File: config.mk
export PLATFORM = sky130hd
export DESIGN_NAME = hazard_ctrl
export DESIGN_NICKNAME = d
export VERILOG_FILES = /design/src/rtl/rv_pipe_pkg.sv /design/src/rtl/hazard_fwd_sel.sv /design/src/rtl/hazard_ctrl.sv
export SDC_FILE = /design/constraint.sdc
export NUM_CORES = 1
export LEC_CHECK = 0
export CORE_MARGIN = 1.5
export CORE_UTILIZATION = 31
export CTS_CLUSTER_SIZE = 20
export DETAILED_ROUTE_END_ITERATION = 8
export SETUP_SLACK_MARGIN = 0.5
export SLEW_MARGIN = 10
export SYNTH_ARGS = -nofsm -noshare
export SYNTH_HDL_FRONTEND = slang
export SYNTH_SLANG_ARGS = --single-unit
File: constraint.sdc
create_clock -name clk -period 2.2 [get_ports clk]
set_input_delay 0.44 -clock clk [delete_from_list [all_inputs] [get_ports clk]]
set_output_delay 0.44 -clock clk [all_outputs]
set_load 0.05 [all_outputs]
File: src/rtl/rv_pipe_pkg.sv
// rv_pipe_pkg: shared pipeline types for the RV32I 5-stage core.
// Shadow stage entries, forwarding selects, hazard FSM states.
package rv_pipe_pkg;

  typedef struct packed {
    logic       valid;
    logic [4:0] rd;
    logic       wen;
    logic       is_mem;
    logic       is_load;
    logic [4:0] rs1;
    logic [4:0] rs2;
  } stage_entry_t;

  typedef enum logic [1:0] {
    FWD_RF  = 2'b00,
    FWD_MEM = 2'b01,
    FWD_WB  = 2'b10
  } fwd_sel_t;

  typedef enum logic {
    ST_RUN      = 1'b0,
    ST_MEM_WAIT = 1'b1
  } hz_state_t;

  localparam logic OPC_LOAD  = 1'b0;
  localparam logic OPC_STORE = 1'b1;

  localparam stage_entry_t ENTRY_NONE = '0;

  // x0 is never a producer, so rs==0 can never match
  function automatic logic rd_hit(
    input stage_entry_t e,
    input logic [4:0]   rs
  );
    return e.valid & e.wen & (e.rd != 5'd0) & (e.rd == rs);
  endfunction

endpackage

File: src/rtl/hazard_fwd_sel.sv
// hazard_fwd_sel: EX operand bypass select for one source register.
// MEM result wins over WB; a load still in MEM cannot bypass.
module hazard_fwd_sel
  import rv_pipe_pkg::*;
(
  input  stage_entry_t mem_e,
  input  stage_entry_t wb_e,
  input  logic [4:0]   src,
  output fwd_sel_t     sel
);

  always_comb begin
    sel = FWD_RF;
    if (rd_hit(mem_e, src) && !mem_e.is_load) begin
      sel = FWD_MEM;
    end else if (rd_hit(wb_e, src)) begin
      sel = FWD_WB;
    end
  end

endmodule

File: src/rtl/hazard_ctrl.sv
// hazard_ctrl: stall/flush/forward sequencer with dmem wait freeze.
// Define HAZARD_PERF_CNT_EN for stall_cycles/flush_count outputs.
module hazard_ctrl
  import rv_pipe_pkg::*;
#(
  parameter int MEM_TIMEOUT = 16,
  parameter int CNT_W       = 5
) (
  input  logic       clk,
  input  logic       rst,
  input  logic       id_valid,
  input  logic [4:0] id_rs1,
  input  logic [4:0] id_rs2,
  input  logic       id_use_rs1,
  input  logic       id_use_rs2,
  input  logic [4:0] id_rd,
  input  logic       id_wen_rf,
  input  logic       id_en_dmem,
  input  logic       id_load_store,
  input  logic       ex_redirect,
  input  logic       dmem_ready,
  output logic       stall_if,
  output logic       stall_id,
  output logic       bubble_ex,
  output logic       flush_id,
  output logic       freeze,
  output logic       dmem_req,
  output logic [1:0] fwd_a,
  output logic [1:0] fwd_b,
  output logic       mem_err
`ifdef HAZARD_PERF_CNT_EN
  ,
  output logic [31:0] stall_cycles,
  output logic [31:0] flush_count
`endif
);

  localparam logic [CNT_W-1:0] CNT_ONE  = CNT_W'(1);
  localparam logic [CNT_W-1:0] CNT_LAST = CNT_W'(MEM_TIMEOUT - 1);

  hz_state_t        state_q, state_d;
  logic [CNT_W-1:0] cnt_q, cnt_d;
  logic             err_q, err_d;
  logic             live_q, live_d;
  stage_entry_t     ex_q, ex_d;
  stage_entry_t     mem_q, mem_d;
  stage_entry_t     wb_q, wb_d;
  stage_entry_t     id_e;

  logic     req, load_use;
  logic     frz, stl, bub, fls, drop;
  fwd_sel_t sel_a, sel_b;

  always_comb begin
    id_e         = ENTRY_NONE;
    id_e.valid   = 1'b1;
    id_e.rd      = id_rd;
    id_e.wen     = id_wen_rf;
    id_e.is_mem  = id_en_dmem;
    id_e.is_load = id_en_dmem & (id_load_store == OPC_LOAD);
    id_e.rs1     = id_use_rs1 ? id_rs1 : 5'd0;
    id_e.rs2     = id_use_rs2 ? id_rs2 : 5'd0;
  end

  assign req = mem_q.valid & mem_q.is_mem;

  assign load_use = ex_q.is_load & id_valid &
    ((id_use_rs1 & rd_hit(ex_q, id_rs1)) |
     (id_use_rs2 & rd_hit(ex_q, id_rs2)));

  always_comb begin
    state_d = state_q;
    cnt_d   = cnt_q;
    err_d   = err_q;
    live_d  = 1'b1;
    frz     = 1'b0;
    stl     = 1'b0;
    bub     = 1'b0;
    fls     = 1'b0;
    drop    = 1'b0;
    unique case (state_q)
      ST_RUN: begin
        if (req && !dmem_ready) begin
          frz     = 1'b1;
          stl     = 1'b1;
          state_d = ST_MEM_WAIT;
          cnt_d   = CNT_ONE;
        end else if (ex_redirect && live_q) begin
          fls = 1'b1;
          bub = 1'b1;
        end else if (load_use) begin
          stl = 1'b1;
          bub = 1'b1;
        end
      end
      ST_MEM_WAIT: begin
        // IF/ID stays held, so the advancing cycle feeds EX a NOP
        stl = 1'b1;
        if (dmem_ready) begin
          bub     = 1'b1;
          state_d = ST_RUN;
          cnt_d   = '0;
        end else if (cnt_q == CNT_LAST) begin
          frz     = 1'b1;
          drop    = 1'b1;
          err_d   = 1'b1;
          state_d = ST_RUN;
          cnt_d   = '0;
        end else begin
          frz   = 1'b1;
          cnt_d = cnt_q + CNT_ONE;
        end
      end
    endcase
  end

  always_comb begin
    ex_d  = ex_q;
    mem_d = mem_q;
    wb_d  = wb_q;
    if (!frz) begin
      wb_d  = mem_q;
      mem_d = ex_q;
      ex_d  = (bub || !id_valid) ? ENTRY_NONE : id_e;
    end else if (drop) begin
      mem_d = ENTRY_NONE;
    end
  end

  always_ff @(posedge clk) begin
    if (rst) begin
      state_q <= ST_RUN;
      cnt_q   <= '0;
      err_q   <= 1'b0;
      live_q  <= 1'b0;
      ex_q    <= ENTRY_NONE;
      mem_q   <= ENTRY_NONE;
      wb_q    <= ENTRY_NONE;
    end else begin
      state_q <= state_d;
      cnt_q   <= cnt_d;
      err_q   <= err_d;
      live_q  <= live_d;
      ex_q    <= ex_d;
      mem_q   <= mem_d;
      wb_q    <= wb_d;
    end
  end

  hazard_fwd_sel u_fwd_a (
    .mem_e (mem_q),
    .wb_e  (wb_q),
    .src   (ex_q.rs1),
    .sel   (sel_a)
  );

  hazard_fwd_sel u_fwd_b (
    .mem_e (mem_q),
    .wb_e  (wb_q),
    .src   (ex_q.rs2),
    .sel   (sel_b)
  );

  assign stall_if  = stl & ~rst;
  assign stall_id  = stl & ~rst;
  assign bubble_ex = bub & ~rst;
  assign flush_id  = fls & ~rst;
  assign freeze    = frz & ~rst;
  assign dmem_req  = req & ~rst;
  assign fwd_a     = rst ? FWD_RF : sel_a;
  assign fwd_b     = rst ? FWD_RF : sel_b;
  assign mem_err   = err_q & ~rst;

`ifdef HAZARD_PERF_CNT_EN
  logic [31:0] stall_cycles_q, stall_cycles_d;
  logic [31:0] flush_count_q, flush_count_d;

  always_comb begin
    stall_cycles_d = stall_cycles_q + {31'd0, stall_if};
    flush_count_d  = flush_count_q + {31'd0, flush_id};
  end

  always_ff @(posedge clk) begin
    if (rst) begin
      stall_cycles_q <= '0;
      flush_count_q  <= '0;
    end else begin
      stall_cycles_q <= stall_cycles_d;
      flush_count_q  <= flush_count_d;
    end
  end

  assign stall_cycles = stall_cycles_q;
  assign flush_count  = flush_count_q;
`endif

endmodule

==> flow_summary_export.csv, run 1 <==
group,metric,value,unit
placement,gp_congestion,0.8060,
logic_synthesis,synth_top_area_share,43.46,%
critical_path,path_cells,"or4_4 > nor2_4 > nor3_2 > nand4_1 > nor4b_4 > buf_12",
floorplanning,coreArea,6061,sq um
timing,skew,9.478,ps
power,power_frac_clock,42.5,%
floorplanning,io_pins,36,
critical_path,path_buf_inv,1,
cts,root_buffer,"clkbuf_8",
final_layout,final_cell_mix,"dfxtp_1, buf_4, xnor2_1, a22o_1, a21oi_1",
power,netSwitchingFraction,22.26,%
timing,period_share,102.7,%
routing,first_iter_violations,80,
critical_path,arrival,1820,ps
final_layout,syn2layout_area_growth,54.33,%
timing,worst_pin_slew,450.6,ps
final_layout,instances_no_fill,346,
cts,htree_levels,2,
status,violations,"setup timing",
power,p_sw,0.3900,mW
logic_synthesis,syn_area,1981,sq um
placement,hpwlAfterDp,3695,microns
routing,viasPerCell,5.139,
power,internal-power,1.362,mW
logic_synthesis,synth_edf_count,0,
cts,cts.path.max_buffers,2,
logic_synthesis,synth_async_sr_flop_share,0,%
final_layout,diodes,0,
critical_path,startpoint_type,"register",
placement,place_area,2689,sq um
routing,dr_total_vias,1778,
logic_synthesis,ys_warn_count,0,
grt,grt_pass1_vias,1738,
critical_path,crit_path_max_incr_delay,540,ps
placement,portBuffers,35,
power,irDropWorstVdd,0.0004037,V
floorplanning,die_h,82.93,microns
logic_synthesis,syn_inst,203,
status,status,"finished, violations left",
hold_path,hold_path_class,"input port to register",
cts,cts_tree,"built",
floorplanning,initial_utilization,32.68,%
job,maxCapViolCount,0,
timing,setup_viol,3,
critical_path,crit_family,"simple AND/OR/NAND/NOR gates",
timing,max_freq,442.4,MHz
cts,cts_buffers,5,
logic_synthesis,seq_area_frac_synth,43.46,%
power,pwr-share-seq,46.3,%
routing,ant_nets,0,
floorplanning,rows,28,
grt,grt_max_degree,20,
critical_path,worst-path-max-fanout,2,
floorplanning,dieWidth,82.93,microns
power,pwr-share-comb,11.2,%
cts,clkTransAtPathRegs,90,ps
timing,rsz0062_at_grt,"true",
final_layout,final_common_cell,"dfxtp_1",
final_layout,drive_gt1_share,40.22,%
routing,drtPass1Iterations,4,
grt,grt_overflow_total,0,
critical_path,crit_slowest_cell,"or4_4",
grt,grtUsageTotal,14.79,%
cts,cts.sinks,43,
routing,drc,0,
grt,grt_pass1_wl,8349,microns
timing,hold_viol,0,
grt,antenna_found_initial,0,
timing,slew_headroom,69.85,%
critical_path,critPathCaptureType,"output port",
routing,wl_per_cell,14.39,microns
critical_path,cp.required,1760,ps
logic_synthesis,synth_cell_types,38,
power,leakagePower,1.265,nW
final_layout,fin_area,3057,sq um
logic_synthesis,synth.avg_cell_area,9.757,sq um
logic_synthesis,ys_top_cells_by_area,"dfxtp_1, xnor2_1, a22o_1, a32o_2, xor2_1",
timing,setup_tns,-74.77,ps
cts,insertion_delay,290,ps
final_layout,fin_util,50.43,%
timing,fin_ws,-60.28,ps
routing,routed_wl,4979,microns
placement,placedCellCount,324,
power,pwr_density_cell,573.2,nW/um^2
logic_synthesis,synth-seq-cells,43,
final_layout,fin_nets,296,
logic_synthesis,synth_ff_type,"dfxtp_1",
timing,maxSlewViolCount,0,
critical_path,crit_type,"register to output port",
logic_synthesis,synth.largest_area_cell,"dfxtp_1",
floorplanning,die_area,6877,sq um
timing,finalCriticalPeriod,2260,ps
logic_synthesis,mappedNetlistNets,229,
[routing by layer]
metal	vias up	routed length, microns	GRT usage, %
met5	-	0	0
met4	0	28	3.636
met3	2	144	2.883
met2	33	2429	24.91
met1	856	2377	19.45
li1	887	-	-
[power by group through the flow]
stage	registers [mW]	logic [mW]	clock network, mW
floorplan	0.831	0.0897	0
global placement	0.834	0.175	0
detailed placement	0.834	0.175	0
CTS	0.811	0.188	0.760
global route	0.815	0.213	0.786
finish	0.811	0.197	0.744
[what timing repair did]
action                                  4_1_cts  5_1_grt
hold buffers                                  0        0
pin swaps                                    24        7
endpoints found under the setup margin       30       25
gates resized for setup                      59       12
gates cloned                                  0        0
setup buffers                                10        4
[metrics by stage]
stage               setup WS, ps  power [mW]  hold WS [ps]
detailed placement        -274.6       1.009         452.6
global route              -126.8       1.814         438.2
CTS                       -118.0       1.759         430.1
floorplan                  109.0      0.9209         428.6
global placement          -267.7       1.009         447.3
finish                    -60.28       1.752         437.1
[synthesized netlist by cell type, drive strengths merged, types with 2 or more instances]
| master | number |
|---|---|
| nor3b | 2 |
| buf | 6 |
| and3 | 2 |
| inv | 3 |
| a21boi | 2 |
| dfxtp | 43 |
| a32o | 11 |
| and4 | 2 |
| a21oi | 19 |
| clkbuf | 3 |
| nor3 | 7 |
| nand2 | 13 |
| xnor2 | 20 |
| o21ai | 8 |
| nand3 | 5 |
| nand4 | 6 |
| xor2 | 10 |
| nor2 | 12 |
| a22o | 16 |
| or4 | 2 |
[sequential cells by signal, indices dropped and copies added, names as in the netlist]
| register | flops |
|---|---|
| cnt_q | 5 |
| ex_q | 19 |
| err_q | 1 |
| wb_q | 7 |
| live_q | 1 |
| mem_q | 9 |
| state_q | 1 |
[worst reg2reg max path, delay by kind of cell, from the launching register on]
kind / cells / cell delay, ps
AOI/OAI and AO/OA: 3 / 590
DFF: 1 / 370
buffers and inverters: 2 / 280
and+or+nand+nor: 1 / 170
xor gates and xnor gates: 1 / 120
[layout make-up]
class	instances	area (sq um)
fillers	559	3004
multi-input cells	147	1221
flip-flops and latches	43	884.6
repair buffers	69	701.9
well taps	75	93.84
clock inverters	3	71.32
clock buffers	5	68.82
inverters	4	15.01
[worst paths after layout]
check | from | endpoint | slack [ps] | cells after the start
min | id_rs1[4] | ex_q[9]$_SDFFE_PP0N_ | 440 | 2
min reg2reg | wb_q[12]$_SDFFE_PP0N_ | wb_q[12]$_SDFFE_PP0N_ | 460 | 2
max reg2reg | ex_q[13]$_SDFFE_PP0N_ | ex_q[3]$_SDFFE_PP0N_ | 560 | 7
max | mem_q[15]$_SDFFE_PP0P_ | fwd_a[1] | -60 | 6
[kinds of logic after synthesis]
family	count (synthesis)	synth area share, %
compound gates	62	24.83
xor+xnor	30	13.27
fa+ha+maj	1	0.6316
buf+inv	13	3.410
flops	43	43.46
simple gates	54	14.40
(Power assumes the default switching activity.)
==> run 2, diff against run 1 <==
CTS_CLUSTER_SIZE = 25   (was 20)
SKIP_CTS_REPAIR_TIMING = 1   (was unset)
==> flow_summary_export.csv, run 2 (synthesis results as in run 1) <==
group,metric,value,unit
final_layout,seq_area,882.1,sq um
final_layout,multi_input_area,1207,sq um
placement,gp_congestion,0.8060,
cts,root_buffer,"clkbuf_8",
timing,maxSlewViolCount,0,
routing,dr_total_vias,1756,
placement,hpwlAfterDp,3695,microns
cts,cts.path.max_buffers,2,
critical_path,r2r_slack,630,ps
final_layout,drive_gt1_share,36.19,%
cts,clkTransAtPathRegs,90,ps
critical_path,crit_type,"register to output port",
routing,wl_per_cell,14.28,microns
power,p_sw,0.3924,mW
timing,setup_viol,5,
critical_path,r2r-end,"ex_q[3]$_SDFFE_PP0N_",
power,pwr_density_cell,574.0,nW/um^2
floorplanning,die_h,82.93,microns
critical_path,crit_slowest_cell,"or4_1",
power,netSwitchingFraction,22.35,%
cts,htree_levels,2,
cts,insertion_delay,290,ps
timing,worst_pin_slew,449.2,ps
power,power_frac_clock,42.6,%
timing,slew_headroom,69.94,%
hold_path,min-delay-start,"id_rs2[4]",
final_layout,largestRegisters,"ex_q x19, mem_q x9, wb_q x7",
hold_path,hold_depth,2,
cts,cts_tree,"built",
critical_path,critPathCaptureType,"output port",
critical_path,worst-path-max-fanout,2,
final_layout,final_common_cell,"dfxtp_1",
floorplanning,io_pins,36,
placement,placedCellCount,324,
hold_path,hold_end,"ex_q[4]$_SDFFE_PP0N_",
timing,holdWs,459.0,ps
power,pwr-share-comb,11.1,%
timing,hold_viol,0,
cts,cts.sinks,43,
power,pwr-share-seq,46.3,%
power,total_power,1.756,mW
grt,busiest_layer,"met2",
routing,first_iter_violations,70,
final_layout,final_cell_mix,"dfxtp_1, buf_4, a22o_1",
critical_path,worstRegToRegCells,6,
timing,fin_ws,-103.3,ps
final_layout,regMostFlops,"ex_q",
critical_path,startpoint_type,"register",
final_layout,syn2layout_area_growth,54.45,%
critical_path,cp.required,1760,ps
grt,grt_max_degree,20,
timing,setup_tns,-264.8,ps
job,maxCapViolCount,0,
hold_path,hold_path_class,"input port to register",
status,status,"finished, violations left",
grt,grt_pass1_wl,8059,microns
routing,routed_wl,4897,microns
grt,grt_use_met2,23.95,%
routing,drc,0,
grt,grt_overflow_total,0,
grt,antenna_found_initial,0,
floorplanning,coreArea,6061,sq um
critical_path,crit_path_max_incr_delay,510,ps
final_layout,largest_reg_flops,19,
cts,cts_buffers,5,
placement,place_area,2689,sq um
timing,max_freq,434.2,MHz
floorplanning,rows,28,
timing,skew,7.645,ps
final_layout,instances_no_fill,343,
power,irDropWorstVdd,0.0003807,V
final_layout,fin_area,3059,sq um
grt,grtUsageTotal,14.27,%
critical_path,r2r_start,"ex_q[13]$_SDFFE_PP0N_",
routing,viasPerCell,5.120,
floorplanning,initial_utilization,32.68,%
grt,grt_pass1_vias,1666,
placement,portBuffers,35,
floorplanning,die_area,6877,sq um
timing,rsz0062_at_grt,"true",
timing,period_share,104.7,%
status,violations,"setup timing",
floorplanning,dieWidth,82.93,microns
final_layout,fin_nets,293,
timing,finalCriticalPeriod,2303,ps
routing,drtPass1Iterations,4,
final_layout,diodes,0,
critical_path,arrival,1860,ps
grt,grt.met3_usage,2.883,%
critical_path,path_cells,"or4_1 > nor2_1 > nor3_2 > nand4_1 > nor4b_4 > buf_12",
power,leakagePower,1.370,nW
power,internal-power,1.363,mW
grt,use_met1,18.73,%
routing,ant_nets,0,
final_layout,fill_cells,561,
==> run 2: cell types whose count changed in the layout (fill, tap and decap cells not counted), sizes merged <==
cell	change
dlymetal6s2s	+15
dlygate4sd2	-6
clkbuf	-1
buf	-5
clkdlybuf4s15	-6
==> run 2: worst max-delay path by stage <==
stage                                      start       end  slack, ps  depth (start not counted)
final                     mem_q[15]$_SDFFE_PP0P_  fwd_a[1]       -100                          6
after global routing      mem_q[15]$_SDFFE_PP0P_  fwd_a[1]       -160                          6
after CTS                              id_rs1[0]  stall_if       -280                          7
after detailed placement               id_rs1[0]  stall_if       -270                          7
after global placement                 id_rs1[0]  stall_if       -270                          7
after floorplan           mem_q[17]$_SDFFE_PP0P_  fwd_a[1]        110                          5
==> run 2: metrics by stage <==
| step | util, % | setup WS, ps |
|---|---|---|
| after global placement | 44.36 | -267.7 |
| final | 50.47 | -103.3 |
| after floorplan | - | 109.0 |
| after global routing | 50.47 | -164.9 |
| after CTS | 46.68 | -281.5 |
| after detailed placement | 44.36 | -274.6 |
==> run 2: per-layer routing <==
layer | up-vias | routed length, microns | part of all wire [%]
li1 | 883 | - | -
met1 | 839 | 2309 | 47
met2 | 32 | 2389 | 49
met3 | 2 | 169 | 3.5
met4 | 0 | 28 | 0.57
met5 | - | 0 | 0
==> run 2: cell type report <==
cell class / instances / area share, %
clock buffers: 5 / 2.249
clock inverters: 3 / 2.331
inverters: 4 / 0.4908
multi-input cells: 147 / 39.47
flip-flops and latches: 43 / 28.83
well taps: 75 / 3.067
repair buffers: 66 / 23.56
==> run 2: critical path, delay by kind of cell (launching register included) <==
kind,cells,cell delay [ps]
buf+inv,1,170
flops,1,310
simple gates,5,1080
==> run 2: power by group through the flow <==
stage	Sequential, mW	Clock, mW	Combinational (mW)
finish	0.813	0.748	0.194
global route	0.816	0.786	0.210
CTS	0.816	0.760	0.176
detailed placement	0.834	0	0.175
global placement	0.834	0	0.175
floorplan	0.831	0	0.0897
==> run 3, diff against run 2 <==
CORE_UTILIZATION = 51   (was 31)
PLACE_DENSITY = 0.78   (was unset)
RECOVER_POWER = 50   (was unset)
==> flow_summary_export.csv, run 3 (synthesis results as in run 1) <==
group,metric,value,unit
grt,grt_pass1_vias,1825,
cts,cts.sinks,43,
power,irDropWorstVdd,0.0003836,V
grt,antenna_found_initial,0,
final_layout,diodes,0,
critical_path,critPathCaptureType,"output port",
power,leakagePower,1.320,nW
cts,cts.path.max_buffers,2,
placement,portBuffers,35,
cts,insertion_delay,310,ps
critical_path,r2r-end,"mem_q[12]$_SDFFE_PP0P_",
power,pwr_density_cell,512.8,nW/um^2
final_layout,final_common_cell,"dfxtp_1",
timing,setup_viol,6,
floorplanning,rows,22,
routing,ant_nets,0,
job,maxCapViolCount,0,
timing,period_share,106.9,%
placement,hpwlAfterDp,3890,microns
routing,first_iter_violations,129,
floorplanning,dieWidth,65.32,microns
timing,finalCriticalPeriod,2351,ps
routing,wl_per_cell,18.12,microns
grt,grtUsageTotal,26.18,%
timing,skew,8.425,ps
critical_path,cp.required,1760,ps
routing,drtPass1Iterations,4,
power,total_power,1.516,mW
routing,routed_wl,5726,microns
critical_path,worstRegToRegCells,7,
grt,grt_pass1_wl,8576,microns
timing,maxSlewViolCount,0,
hold_path,hold_depth,2,
routing,dr_total_vias,1884,
timing,fin_ws,-150.8,ps
cts,cts_tree,"built",
cts,cts_buffers,5,
critical_path,worst-path-max-fanout,2,
critical_path,r2r_slack,310,ps
timing,slew_headroom,50.29,%
floorplanning,coreArea,3689,sq um
routing,drc,0,
final_layout,final_cell_mix,"dfxtp_1, buf_4, a22o_1",
floorplanning,die_area,4267,sq um
cts,clkTransAtPathRegs,90,ps
status,status,"finished, violations left",
final_layout,largestRegisters,"ex_q x19, mem_q x9, wb_q x7",
grt,grt_overflow_total,0,
floorplanning,initial_utilization,53.70,%
floorplanning,io_pins,36,
final_layout,regMostFlops,"ex_q",
critical_path,r2r_start,"mem_q[18]$_SDFFE_PP0P_",
floorplanning,die_h,65.32,microns
final_layout,syn2layout_area_growth,49.21,%
grt,grt_max_degree,20,
final_layout,instances_no_fill,316,
timing,max_freq,425.4,MHz
hold_path,hold_path_class,"input port to register",
final_layout,drive_gt1_share,36.19,%
hold_path,min-delay-start,"id_rs2[0]",
final_layout,largest_reg_flops,19,
placement,gp_congestion,0.8274,
status,violations,"setup timing",
critical_path,crit_type,"register to output port",
final_layout,fin_nets,293,
critical_path,arrival,1910,ps
timing,holdWs,450.9,ps
cts,root_buffer,"clkbuf_8",
timing,worst_pin_slew,744.1,ps
hold_path,hold_end,"ex_q[0]$_SDFFE_PP0N_",
cts,htree_levels,2,
critical_path,startpoint_type,"register",
placement,placedCellCount,296,
routing,viasPerCell,5.962,
timing,rsz0062_at_grt,"true",
timing,hold_viol,0,
[run 3: routing by layer]
| metal | global-route usage, % | vias up | routed length, microns |
|---|---|---|---|
| met2 | 46.05 | 51 | 3047 |
| met1 | 32.43 | 948 | 2361 |
| met3 | 5.137 | 8 | 255 |
| met5 | 0 | - | 0 |
| met4 | 7.552 | 0 | 62 |
| li1 | - | 877 | - |
[run 3: worst max path at each step]
| stage | start | to | slack [ps] | cells after the start |
|---|---|---|---|---|
| 3_3_place_gp | id_rs1[4] | stall_if | -180 | 7 |
| 2_1_floorplan | mem_q[17]$_SDFFE_PP0P_ | fwd_a[1] | 110 | 5 |
| 5_1_grt | mem_q[13]$_SDFFE_PP0P_ | fwd_a[1] | -220 | 6 |
| 6_report | mem_q[13]$_SDFFE_PP0P_ | fwd_a[1] | -150 | 6 |
| 4_1_cts | id_rs1[3] | stall_if | -230 | 7 |
| 3_5_place_dp | id_rs1[3] | stall_if | -230 | 7 |
[run 3: where the power goes]
group | switching [mW] | leakage (nW) | internal (mW)
combinational | 0.0858 | 0.923 | 0.114
sequential | 0.0240 | 0.356 | 0.791
clock | 0.278 | 0.0412 | 0.222
total | 0.388 | 1.32 | 1.13
[run 3: area by class of cell]
| class | count | area [sq um] |
|---|---|---|
| clock inverters | 2 | 12.51 |
| multi-input cells | 147 | 1182 |
| inverters | 4 | 15.01 |
| well taps | 48 | 60.06 |
| clock buffers | 6 | 72.57 |
| repair buffers | 66 | 721.9 |
| fillers | 242 | 733.2 |
| flip-flops and latches | 43 | 890.9 |
[run 3: metrics by stage]
step | worst slack [ps] | setup TNS (ps) | area, sq um | utilization [%]
after floorplan | 109.0 | 0 | 2091 | -
after global placement | -179.1 | -513.4 | 2648 | 71.78
after detailed placement | -225.7 | -718.1 | 2648 | 71.78
after CTS | -226.6 | -1241 | 2733 | 74.08
after global routing | -216.3 | -917.5 | 2955 | 80.12
final | -150.8 | -435.0 | 2955 | 80.12
[run 3: worst max-delay path, cell delays in order (launching register included)]
cell	delay [ps]
dfxtp_4	350
or4_4	520
nor2_4	120
nor3_2	60
nand4_1	120
nor4b_4	260
buf_12	180
